--- config.mk ---
export PLATFORM = sky130hd
export DESIGN_NAME = video_timing_gen
export DESIGN_NICKNAME = d
export VERILOG_FILES = /design/src/rtl/video_timing_gen.sv
export SDC_FILE = /design/constraint.sdc
export NUM_CORES = 1
export LEC_CHECK = 0
export CORE_MARGIN = 4
export CORE_UTILIZATION = 49
export CTS_CLUSTER_SIZE = 25
export DETAILED_ROUTE_END_ITERATION = 7
export PLACE_DENSITY_LB_ADDON = 0.05
export RECOVER_POWER = 100
export SYNTH_ARGS = -nofsm -noshare
export SYNTH_HDL_FRONTEND = slang
export SYNTH_SLANG_ARGS = --single-unit
--- constraint.sdc ---
create_clock -name clock -period 2.7 [get_ports clock]
set_input_delay 0.675 -clock clock [delete_from_list [all_inputs] [get_ports clock]]
set_output_delay 0.675 -clock clock [all_outputs]
set_load 0.1 [all_outputs]
--- src/rtl/video_timing_gen.sv ---
// Pixel-rate raster timing generator with built-in test patterns (bars, gradient, checker, solid).
// Optional VIDEO_TPG_SCROLL_EN adds a frame counter that scrolls the patterns horizontally.
module video_timing_gen #(
   parameter int unsigned H_ACTIVE     = 640,
   parameter int unsigned H_FP         = 16,
   parameter int unsigned H_SYNC       = 96,
   parameter int unsigned H_BP         = 48,
   parameter int unsigned V_ACTIVE     = 480,
   parameter int unsigned V_FP         = 10,
   parameter int unsigned V_SYNC       = 2,
   parameter int unsigned V_BP         = 33,
   parameter logic        HSYNC_ACTIVE = 1'b0,
   parameter logic        VSYNC_ACTIVE = 1'b0
) (
   input  logic        clock,
   input  logic        reset_n,
   input  logic        enable,
   input  logic [1:0]  pattern_sel,
   input  logic [23:0] solid_color,
   output logic [23:0] video_data,
   output logic        video_de,
   output logic        video_hsync,
   output logic        video_vsync,
   output logic        frame_start,
   output logic [11:0] pixel_x,
   output logic [11:0] pixel_y
);

   localparam int unsigned H_TOTAL = H_ACTIVE + H_FP + H_SYNC + H_BP;
   localparam int unsigned V_TOTAL = V_ACTIVE + V_FP + V_SYNC + V_BP;

   localparam logic [11:0] H_ACT_L  = 12'(H_ACTIVE);
   localparam logic [11:0] HS_BEG   = 12'(H_ACTIVE + H_FP);
   localparam logic [11:0] HS_END   = 12'(H_ACTIVE + H_FP + H_SYNC);
   localparam logic [11:0] H_LAST   = 12'(H_TOTAL - 1);
   localparam logic [11:0] V_ACT_L  = 12'(V_ACTIVE);
   localparam logic [11:0] VS_BEG   = 12'(V_ACTIVE + V_FP);
   localparam logic [11:0] VS_END   = 12'(V_ACTIVE + V_FP + V_SYNC);
   localparam logic [11:0] V_LAST   = 12'(V_TOTAL - 1);
   localparam logic [11:0] BAR_LAST = 12'(H_ACTIVE / 8 - 1);

   logic [11:0] h, v, h_n, v_n;
   logic [11:0] bar_cnt, bar_cnt_n;
   logic [2:0]  bar_idx, bar_idx_n;
   logic [1:0]  pat_q, pat;
   logic        first_px;
   logic        de_d, hs_d, vs_d;
   logic [7:0]  x_eff;
   logic [2:0]  idx;
   logic [23:0] pix, data_d;

`ifdef VIDEO_TPG_SCROLL_EN
   logic [7:0] frame_cnt, fc;

   // Incremented on the edge that emits frame_start; pixel (0,0) sees the new value too.
   always_ff @(posedge clock or negedge reset_n) begin
      if (!reset_n)
         frame_cnt <= '0;
      else if (enable && first_px)
         frame_cnt <= frame_cnt + 8'd1;
   end
`endif

   always_comb begin
      first_px = (h == '0) && (v == '0);
      pat      = first_px ? pattern_sel : pat_q;
      de_d     = (h < H_ACT_L) && (v < V_ACT_L);
      hs_d     = (h >= HS_BEG && h < HS_END) ? HSYNC_ACTIVE : ~HSYNC_ACTIVE;
      vs_d     = (v >= VS_BEG && v < VS_END) ? VSYNC_ACTIVE : ~VSYNC_ACTIVE;
`ifdef VIDEO_TPG_SCROLL_EN
      fc       = first_px ? frame_cnt + 8'd1 : frame_cnt;
      x_eff    = h[7:0] + fc;
      idx      = bar_idx + fc[7:5];
`else
      x_eff    = h[7:0];
      idx      = bar_idx;
`endif

      pix = '0;
      case (pat)
         2'd0: begin
            case (idx)
               3'd0: pix = 24'hFFFFFF;
               3'd1: pix = 24'hFFFF00;
               3'd2: pix = 24'h00FFFF;
               3'd3: pix = 24'h00FF00;
               3'd4: pix = 24'hFF00FF;
               3'd5: pix = 24'hFF0000;
               3'd6: pix = 24'h0000FF;
               3'd7: pix = 24'h000000;
            endcase
         end
         2'd1:    pix = {x_eff, v[7:0], x_eff + v[7:0]};
         2'd2:    pix = (x_eff[4] ^ v[4]) ? '1 : '0;
         default: pix = solid_color;
      endcase
      data_d = de_d ? pix : '0;

      if (h == H_LAST) begin
         h_n = '0;
         v_n = (v == V_LAST) ? '0 : v + 12'd1;
      end else begin
         h_n = h + 12'd1;
         v_n = v;
      end

      // Bar index tracks h without a divider: sub-counter restarts on every line.
      if (h == H_LAST) begin
         bar_cnt_n = '0;
         bar_idx_n = '0;
      end else if (bar_cnt == BAR_LAST) begin
         bar_cnt_n = '0;
         bar_idx_n = bar_idx + 3'd1;
      end else begin
         bar_cnt_n = bar_cnt + 12'd1;
         bar_idx_n = bar_idx;
      end
   end

   always_ff @(posedge clock or negedge reset_n) begin
      if (!reset_n) begin
         h           <= '0;
         v           <= '0;
         bar_cnt     <= '0;
         bar_idx     <= '0;
         pat_q       <= '0;
         video_data  <= '0;
         video_de    <= 1'b0;
         video_hsync <= ~HSYNC_ACTIVE;
         video_vsync <= ~VSYNC_ACTIVE;
         frame_start <= 1'b0;
         pixel_x     <= '0;
         pixel_y     <= '0;
      end else if (enable) begin
         h           <= h_n;
         v           <= v_n;
         bar_cnt     <= bar_cnt_n;
         bar_idx     <= bar_idx_n;
         if (first_px)
            pat_q <= pattern_sel;
         video_data  <= data_d;
         video_de    <= de_d;
         video_hsync <= hs_d;
         video_vsync <= vs_d;
         frame_start <= first_px;
         pixel_x     <= h;
         pixel_y     <= v;
      end else begin
         frame_start <= 1'b0;
      end
   end

endmodule

==> results summary, run 1 <==
The run finished with clean final reports. The count of max-cap constraint violations came out at 0. The length of the first detailed-routing pass in iterations came out at 4.

The number of instances in the synthesized netlist came out at 493. The total setup buffers inserted after CTS is 0. By instance count, the cell type seen most on the critical path is or4_4. The setup slack of the worst register-to-register path came out at 70 ps. The floorplan core area came out at between 9000 and 10000 um2. The max-slew headroom at the worst pin is 21.3%. The synthesis-to-finish area growth is 20.5%. The path class of the tightest hold or removal check is flop to flop. The count of buffers from port buffering came out at 80. The count of antenna-violating nets left after detailed routing came out at 0. The violation count after the first detailed-routing iteration is between 200 and 250. The number of global-route vias before repair came out at 4029. Measured along the x axis, the die boundary spans 109 um. The initial antenna violation count is 0. For this design, the slowest cell found on the critical path is or4_4. The worst ir drop on vdd is 672 uV. The portion of the post-synthesis area used by sequential elements is a little under half. The fraction of layout instances using a drive strength above 1 came out at about 15%. The most used flip-flop cell after synthesis is dfrtp_1. At the pin with the least slew margin, the transition time is around 1200 ps.

The number of flops mapped to enable cells by yosys came out at 0. For this run the aggregate overflow at the end of global routing stands at 0. The final worst clock skew is 13.9 ps.

For this design the ratio of total power to cell area is approximately 940 nW/um2. The maximum number of pins on one net before global-route repair is 68. The startpoint-to-endpoint class of the critical path is flop to flop. The synthesized area per cell is 10.0 um2. The global-route wire length before repair is ~20000 um. The clock latency of the later-clocked register in the worst-skew pair is roughly 370 ps. The clock-pin slew on the worst setup and hold paths came out at 100 ps. The number of pins exceeding their max-slew limit in the final report is 0. The analysis attributes to cell leakage a power of 2.61 nW.

The overall power consumption is 5.59 mW. The signal on the critical path passes through or4_4 > or4_4 > or2_4 > mux2i_4 > o21ai_2 > buf_4 > o221ai_1. The TritonCTS clock tree is yes. The worst setup path is captured at a flop.

The number of primary I/O pins is 81. The number of library cell types mapped by synthesis is 53. For this run, design rule violations remaining after detail routing come to 0. The total via count after detailed routing is about 4200.

The number of gates resized after CTS came out at 0. The antenna diode instance count came out at 0. The cell sitting at the root of the clock tree is a clkbuf_8.

The delay of the slowest cell on the worst path is 570 ps. In this run, synthesis produced a sequential element count of 93. Data on the critical path is required at its endpoint by 2990 ps. The placer congestion estimate came out at 0.850. In this run the vertical extent of the chip is 109 um. The TritonCTS buffer count is 9. The clock period minus worst slack came out at around 2600 ps. The startpoint kind of the worst setup timing path is a flop. In this run the number of H-tree levels came out at 3. The filler cells instantiated in the layout total 903. In this run the worst setup path terminates at video_data[18]. On the critical path the largest part of the delay comes from simple AND/OR/NAND/NOR gates. The floorplan step defined a die boundary enclosing roughly 12000 um2. The number of hold violations in the final report is 0.

Counting every net in the synthesized netlist gives 536. The arrival time of data at the critical path endpoint came out at 2920 ps. Hold timing on the final database bottoms out at a slack of 497 ps. Dividing the detail-routed wire length by the instance count gives 17.7 um. The launch point of the worst reg-to-reg path is v[4]. The post-synth design cell area came out at 4950 um2.

In this run the critical register-to-register path is captured at video_data[18]. In the final design database the tool counted 629 nets. The initial utilization of the core area, before any placement, comes to between 50% and 60%. For this design, the sink count on the clock tree is 93. The row count came out at 36. The number of warnings issued by yosys came out at 0.

The count of buffer and inverter cells on the critical path is 1. The overall routed net length came out at between 10000 and 15000 um. The worst register-to-register path has a depth of 7. The total setup violations reported at the end of the flow is 0. The portion of the clock cycle consumed by the worst path in the final layout is 97.6%. The maximum achievable frequency is 380 MHz.

Of all nets on the critical path, the largest fanout is 8. Using the TritonRoute via totals, the vias-per-cell ratio works out to 5.87. Setup repair after global routing could not meet its margin everywhere. The fraction of synthesis flops using an asynchronous set or reset pin is 100%. The most critical setup path has its startpoint at v[4].

The count of hold-fix buffers inserted at cts came out at 0. In this run the deepest clock path goes through 2 buffers. The global-route usage over all layers came out at 22.3%.

Once detailed placement completed, the half-perimeter wirelength came to 8850 um. Counting buffers and inverters, the worst setup path is 7 cells deep.
## Yosys cell counts, drive strengths merged (4+ instances only)
cell type,count,area (um2)
buf,9,45.0
clkbuf,23,86.3
nand2,26,97.6
nand2b,4,25.0
a21oi,11,55.1
ha,13,163
xnor2,18,158
nor2,29,109
and3,9,56.3
nor4,7,58.8
or4,4,37.5
mux2,25,282
o2111ai,23,201
inv,38,143
o221ai,24,210
o21ai,46,241
dfrtp,91,2280
nand3,18,90.1
nor3,14,70.1
a21o,5,37.5
xor2,12,105
nand4,10,62.6
## through the flow
step / cell area [um2] / instances / setup WS (ps) / utilization, % / TNS, ps
floorplan: 4950 / 493 / 123 / - / 0
global placement: 5960 / 708 / 71.1 / 60.7 / 0
detailed placement: 5960 / 708 / 27.4 / 60.7 / 0
CTS: 6170 / 724 / 12.4 / 62.8 / 0
global route: 5970 / 724 / -11.2 / 60.8 / -20.1
finish: 5970 / 724 / 65.1 / 60.8 / 0
## report_power, final
group          switching [mW]  total [mW]  internal [mW]
Clock                   0.513        1.04          0.525
Combinational            2.13        2.69          0.564
Sequential              0.202        1.86           1.66
## sequential cells by signal, indices dropped and copies added (netlist names), 2 cells and up
name        count
pixel_x        12
bar_idx         3
v              12
pixel_y        12
video_data     24
bar_cnt        12
h              12
pat_q           2
## kinds of logic after synthesis
| family | after synthesis | synth area share (%) |
|---|---|---|
| buf+inv | 70 | 5.53 |
| mux | 28 | 6.54 |
| xor+xnor | 30 | 5.31 |
| flops | 93 | 47.0 |
| simple gates | 135 | 14.4 |
| compound gates | 123 | 17.5 |
| fa+ha+maj | 14 | 3.69 |
## worst min-delay path, cell delays in order, from the launching register on
cell,delay (ps)
dfstp_2,380
nor2_1,70
a21oi_1,50
## metal layers
| layer | global-route usage (%) | vias to the layer above | wire, um |
|---|---|---|---|
| li1 | - | 2002 | - |
| met1 | 31.3 | 2108 | 5810 |
| met2 | 35.1 | 116 | 6110 |
| met3 | 2.87 | 22 | 622 |
| met4 | 9.11 | 0 | 241 |
| met5 | 0 | - | 0 |
## area by class of cell
| class | count | area [um2] | share of cell area, % |
|---|---|---|---|
| Clock buffer | 10 | 128 | 2.14 |
| Clock inverter | 6 | 87.6 | 1.47 |
| Inverter | 38 | 143 | 2.39 |
| Multi-Input combinational cell | 330 | 2370 | 39.8 |
| Sequential cell | 93 | 2330 | 39.0 |
| Tap cell | 133 | 166 | 2.79 |
| Timing Repair Buffer | 114 | 738 | 12.4 |
## worst min-delay path by stage
| stage | startpoint | slack, ps | cells after the start | endpoint |
|---|---|---|---|---|
| after detailed placement | video_hsync | 490 | 2 | video_hsync |
| after floorplan | reset_n | 380 | 0 | bar_cnt[0] |
| after CTS | reset_n | 330 | 1 | video_data[3] |
| final | video_hsync | 500 | 2 | video_hsync |
| after global routing | pixel_x[4] | 530 | 1 | pixel_x[4] |
| after global placement | video_hsync | 480 | 2 | video_hsync |
## cells in the final DEF (no fill, tap or decap), types with 24 or more instances in the layout
cell type and count:
o21ai_0 42, buf_4 24, inv_1 38, nor2_1 29
clkdlybuf4s50_1 26, mux2_2 25, dfrtp_1 91, clkbuf_1 57
o221ai_1 24, nand2_1 26
(Power assumes the default switching activity.)
==> run 2: changes to the inputs <==
--- a/config.mk
+++ b/config.mk
@@ -5,8 +5,7 @@
 export SDC_FILE = /design/constraint.sdc
 export NUM_CORES = 1
 export LEC_CHECK = 0
-export CORE_MARGIN = 4
-export CORE_UTILIZATION = 49
+export CORE_UTILIZATION = 58
 export CTS_CLUSTER_SIZE = 25
 export DETAILED_ROUTE_END_ITERATION = 7
 export PLACE_DENSITY_LB_ADDON = 0.05
==> constraint.sdc (replaced) <==
create_clock -name clock -period 3.3 [get_ports clock]
set_input_delay 0.825 -clock clock [delete_from_list [all_inputs] [get_ports clock]]
set_output_delay 0.825 -clock clock [all_outputs]
set_load 0.1 [all_outputs]
==> run 2 against run 1 <==
Combinational power shrank 23%. Flip-flop and latch count stayed put. Count of clock-buffer cells in the layout unchanged. Cell count fell by 6.4%. Global-route usage increased by 6.2 points. Clock power is 28% lower. Highest routed layer unchanged.
==> results summary, run 2 (same netlist as run 1, synthesis figures left out) <==
The met3 usage in global routing is 3.95% (+1.1 points). The via-per-instance ratio is 6.14 (+4.7%). The max-slew headroom at the worst pin is 20.8% (-0.52 points). The clock-pin slew on the worst setup and hold paths is 100 ps (about the same).

The total setup violations reported at the end of the flow came out at 0 (unchanged). The class of the tightest hold or removal check is input pin to asynchronous set/reset pin. The endpoint of the most critical register-to-register path is video_data[19]. The floorplan core area came out at 8260 um2 (-16%). The measured slew at the worst slew-check pin is 1190 ps (+12.9 ps). The worst ir drop on vdd came out at 394 uV (-41%). The clock latency of the later-clocked register in the worst-skew pair is 380 ps (about the same). The capturing element type of the critical path is a flop.

The startpoint identified for the worst register-to-register timing path is v[5]. The overflow left after global routing came to 0 (unchanged). On the critical path, the stage with the largest delay is an instance of or4_1. The met1 track utilization from global routing came out at 38.1% (+6.8 points). The maximum achievable frequency came to 336 MHz (-11%). The register with the highest flop count is video_data. The run finished with clean final reports. The final-stage net count came out at 611 (-2.9%).

The global-route wire length before repair came out at 19300 um (-5.7%). The required time of the critical path is 3520 ps (+530 ps). The arrival time of data at the critical path endpoint is 3190 ps (+270 ps).

The HPWL after detailed placement is 8320 um (-5.9%). The sum of negative setup slack came out at 0 ps (unchanged). The initial antenna violation count is 0 (unchanged). The fraction of layout instances using a drive strength above 1 is 12.0% (-2.8 points).

The final routed wire length divided by cell count came out at 17.5 um (-0.74%). Leaving out fill and tap cells, the most frequent cell in the layout is dfrtp_1. The synthesis-to-finish area growth came out at 15.2%. The top cell types in the final layout, fill and taps aside, are 91 x dfrtp_1, 53 x clkbuf_1, 42 x o21ai_0. The number of design rule violations left after detail routing came out at 0 (unchanged). The clock period minus worst slack is 2970 ps (+337 ps). The worst setup path is launched from a flop. The overall routed net length is 11900 um (-7.0%). The total via count after detailed routing came out at 4164 (-2.0%).

The worst-case reg-to-reg path depth came to 6 (-1). The antenna diode instance count was 0 (unchanged). The maximum number of pins on one net before global-route repair came out at 68 (unchanged).

In this run the most used layer during global routing was met2. The number of gates resized after CTS is 0 (unchanged). The global routing met2 resource utilization came out at 46.1% (+11 points).

The row count is 33 (-8.3%). The violation count after the first detailed-routing iteration is 175 (-17%). The post-route core utilization came out at 69.1% (+8.3 points). The global-route usage over all layers came to 28.6% (+6.2 points). The count of fill cells added during filler insertion came to 673 (-25%).

In this design, the critical path's most frequently occurring cell is or4_1. The length of the first detailed-routing pass in iterations came out at 5 (+1). The count of antenna-violating nets left after detailed routing is 0 (unchanged). The critical path goes through or4_1 > or4_1 > or2_4 > mux2i_1 > o21ai_2 > o221ai_1. The delay of the slowest cell on the worst path is 620 ps (+50 ps).

The count of hold-fix buffers inserted at cts came to 0 (unchanged). The worst setup path is of the flop to flop kind. The flip-flop count of the largest register, all copies and words added came to 24 (unchanged). The total setup buffers inserted after CTS was 0 (unchanged).

The TritonCTS buffer count came out at 9 (unchanged). The maximum level of the CTS H-tree came to 3 (unchanged). The x dimension of the die is 94.4 um (-13%).

The effective utilization at floorplan came out at 60.0% (+9.5 points). The leakage power came out at 2.51 nW (-4.1%). The area of the die came out at 8910 um2 (-24%). The number of hold violations in the final report came out at 0 (unchanged).

The maximum root-to-sink buffer count is 2 (unchanged). The number of primary I/O pins came to 81 (unchanged). In this run the clock root is driven by a clkbuf_8. The TritonCTS sink count came out at 93 (unchanged). The portion of the clock cycle consumed by the worst path in the final layout was 90.1% (-7.5 points). The final worst clock skew came out at 12.7 ps (-1.17 ps). The setup slack of the worst register-to-register path came out at 330 ps (+260 ps). TritonCTS built the clock tree. The power per cell area came out at 766 nW/um2 (-18%). The number of global-route vias before repair came out at 3914 (-2.9%). The count of buffers from port buffering is 80 (unchanged). The number of pins exceeding their max-slew limit in the final report is 0 (unchanged).

The placer congestion estimate came out at 0.860 (+1.1%). Setup repair after global routing left no endpoint under its margin. The height of the chip came out at 94.4 um (-13%). The largest fanout on the critical path is 10 (+2). The count of max-cap constraint violations came out at 0 (unchanged).
run 2: changes by cell type in the layout (fill, tap and decap cells not counted), moves of 3 or more:
cell      before  now
or4_1          1    4
or4_4          3    0
buf_4         24   15
clkbuf_1      57   53
buf_12         3    0
run 2: metrics by stage:
| step | instance area, um2 | setup WS, ps | hold slack (ps) | power [mW] | cells |
|---|---|---|---|---|---|
| global placement | 5750 | 516 | 468 | 3.75 | 662 |
| CTS | 5940 | 437 | 461 | 4.54 | 678 |
| detailed placement | 5750 | 451 | 480 | 3.79 | 662 |
| global route | 5710 | 177 | 482 | 4.58 | 678 |
| finish | 5710 | 328 | 436 | 4.37 | 678 |
| floorplan | 4950 | 723 | 469 | 3.24 | 493 |
run 2: layout make-up:
class                      instances  area, um2  share of cell area (%)
timing repair buffer              96        582                    10.2
multi-input combinational        330       2330                    40.8
inverter                          38        143                    2.50
sequential                        93       2330                    40.8
tap                              105        131                    2.30
clock inverter                     6       53.8                   0.943
clock buffer                      10        138                    2.41
run 2: worst max path at each step:
stage,start,end,slack [ps],cells past startpoint
floorplan,v[5],video_data[23],720,7
global placement,v[5],video_data[17],520,6
detailed placement,v[4],video_data[19],450,6
CTS,v[4],video_data[19],440,6
global route,v[5],video_data[19],180,6
finish,v[5],video_data[19],330,6
run 2: layer usage:
metal	vias up	routed length (um)
met1	2009	5280
li1	1966	-
met3	27	699
met2	162	5590
met4	0	313
met5	-	0
run 2: power by group:
group          leakage, nW  switching, mW  total [mW]  internal [mW]
clock network       0.0958          0.437       0.746          0.309
registers             1.19          0.180        1.54           1.36
logic                 1.22           1.69        2.08          0.393
run 2: worst max-delay path: cells and delay by family (launching register included):
| family | cells | cell delay [ps] |
|---|---|---|
| AO/OA/AOI/OAI | 2 | 610 |
| flip-flops | 1 | 500 |
| multiplexers | 1 | 210 |
| AND/OR/NAND/NOR | 3 | 1490 |
==> run 3: changes to the inputs <==
--- a/config.mk
+++ b/config.mk
@@ -6,6 +6,7 @@
 export NUM_CORES = 1
 export LEC_CHECK = 0
 export CORE_UTILIZATION = 58
+export CTS_CLUSTER_DIAMETER = 100
 export CTS_CLUSTER_SIZE = 25
 export DETAILED_ROUTE_END_ITERATION = 7
 export PLACE_DENSITY_LB_ADDON = 0.05
==> results of run 3 <==
Same layout as run 2: the final DEF is identical, and so are final timing and power.
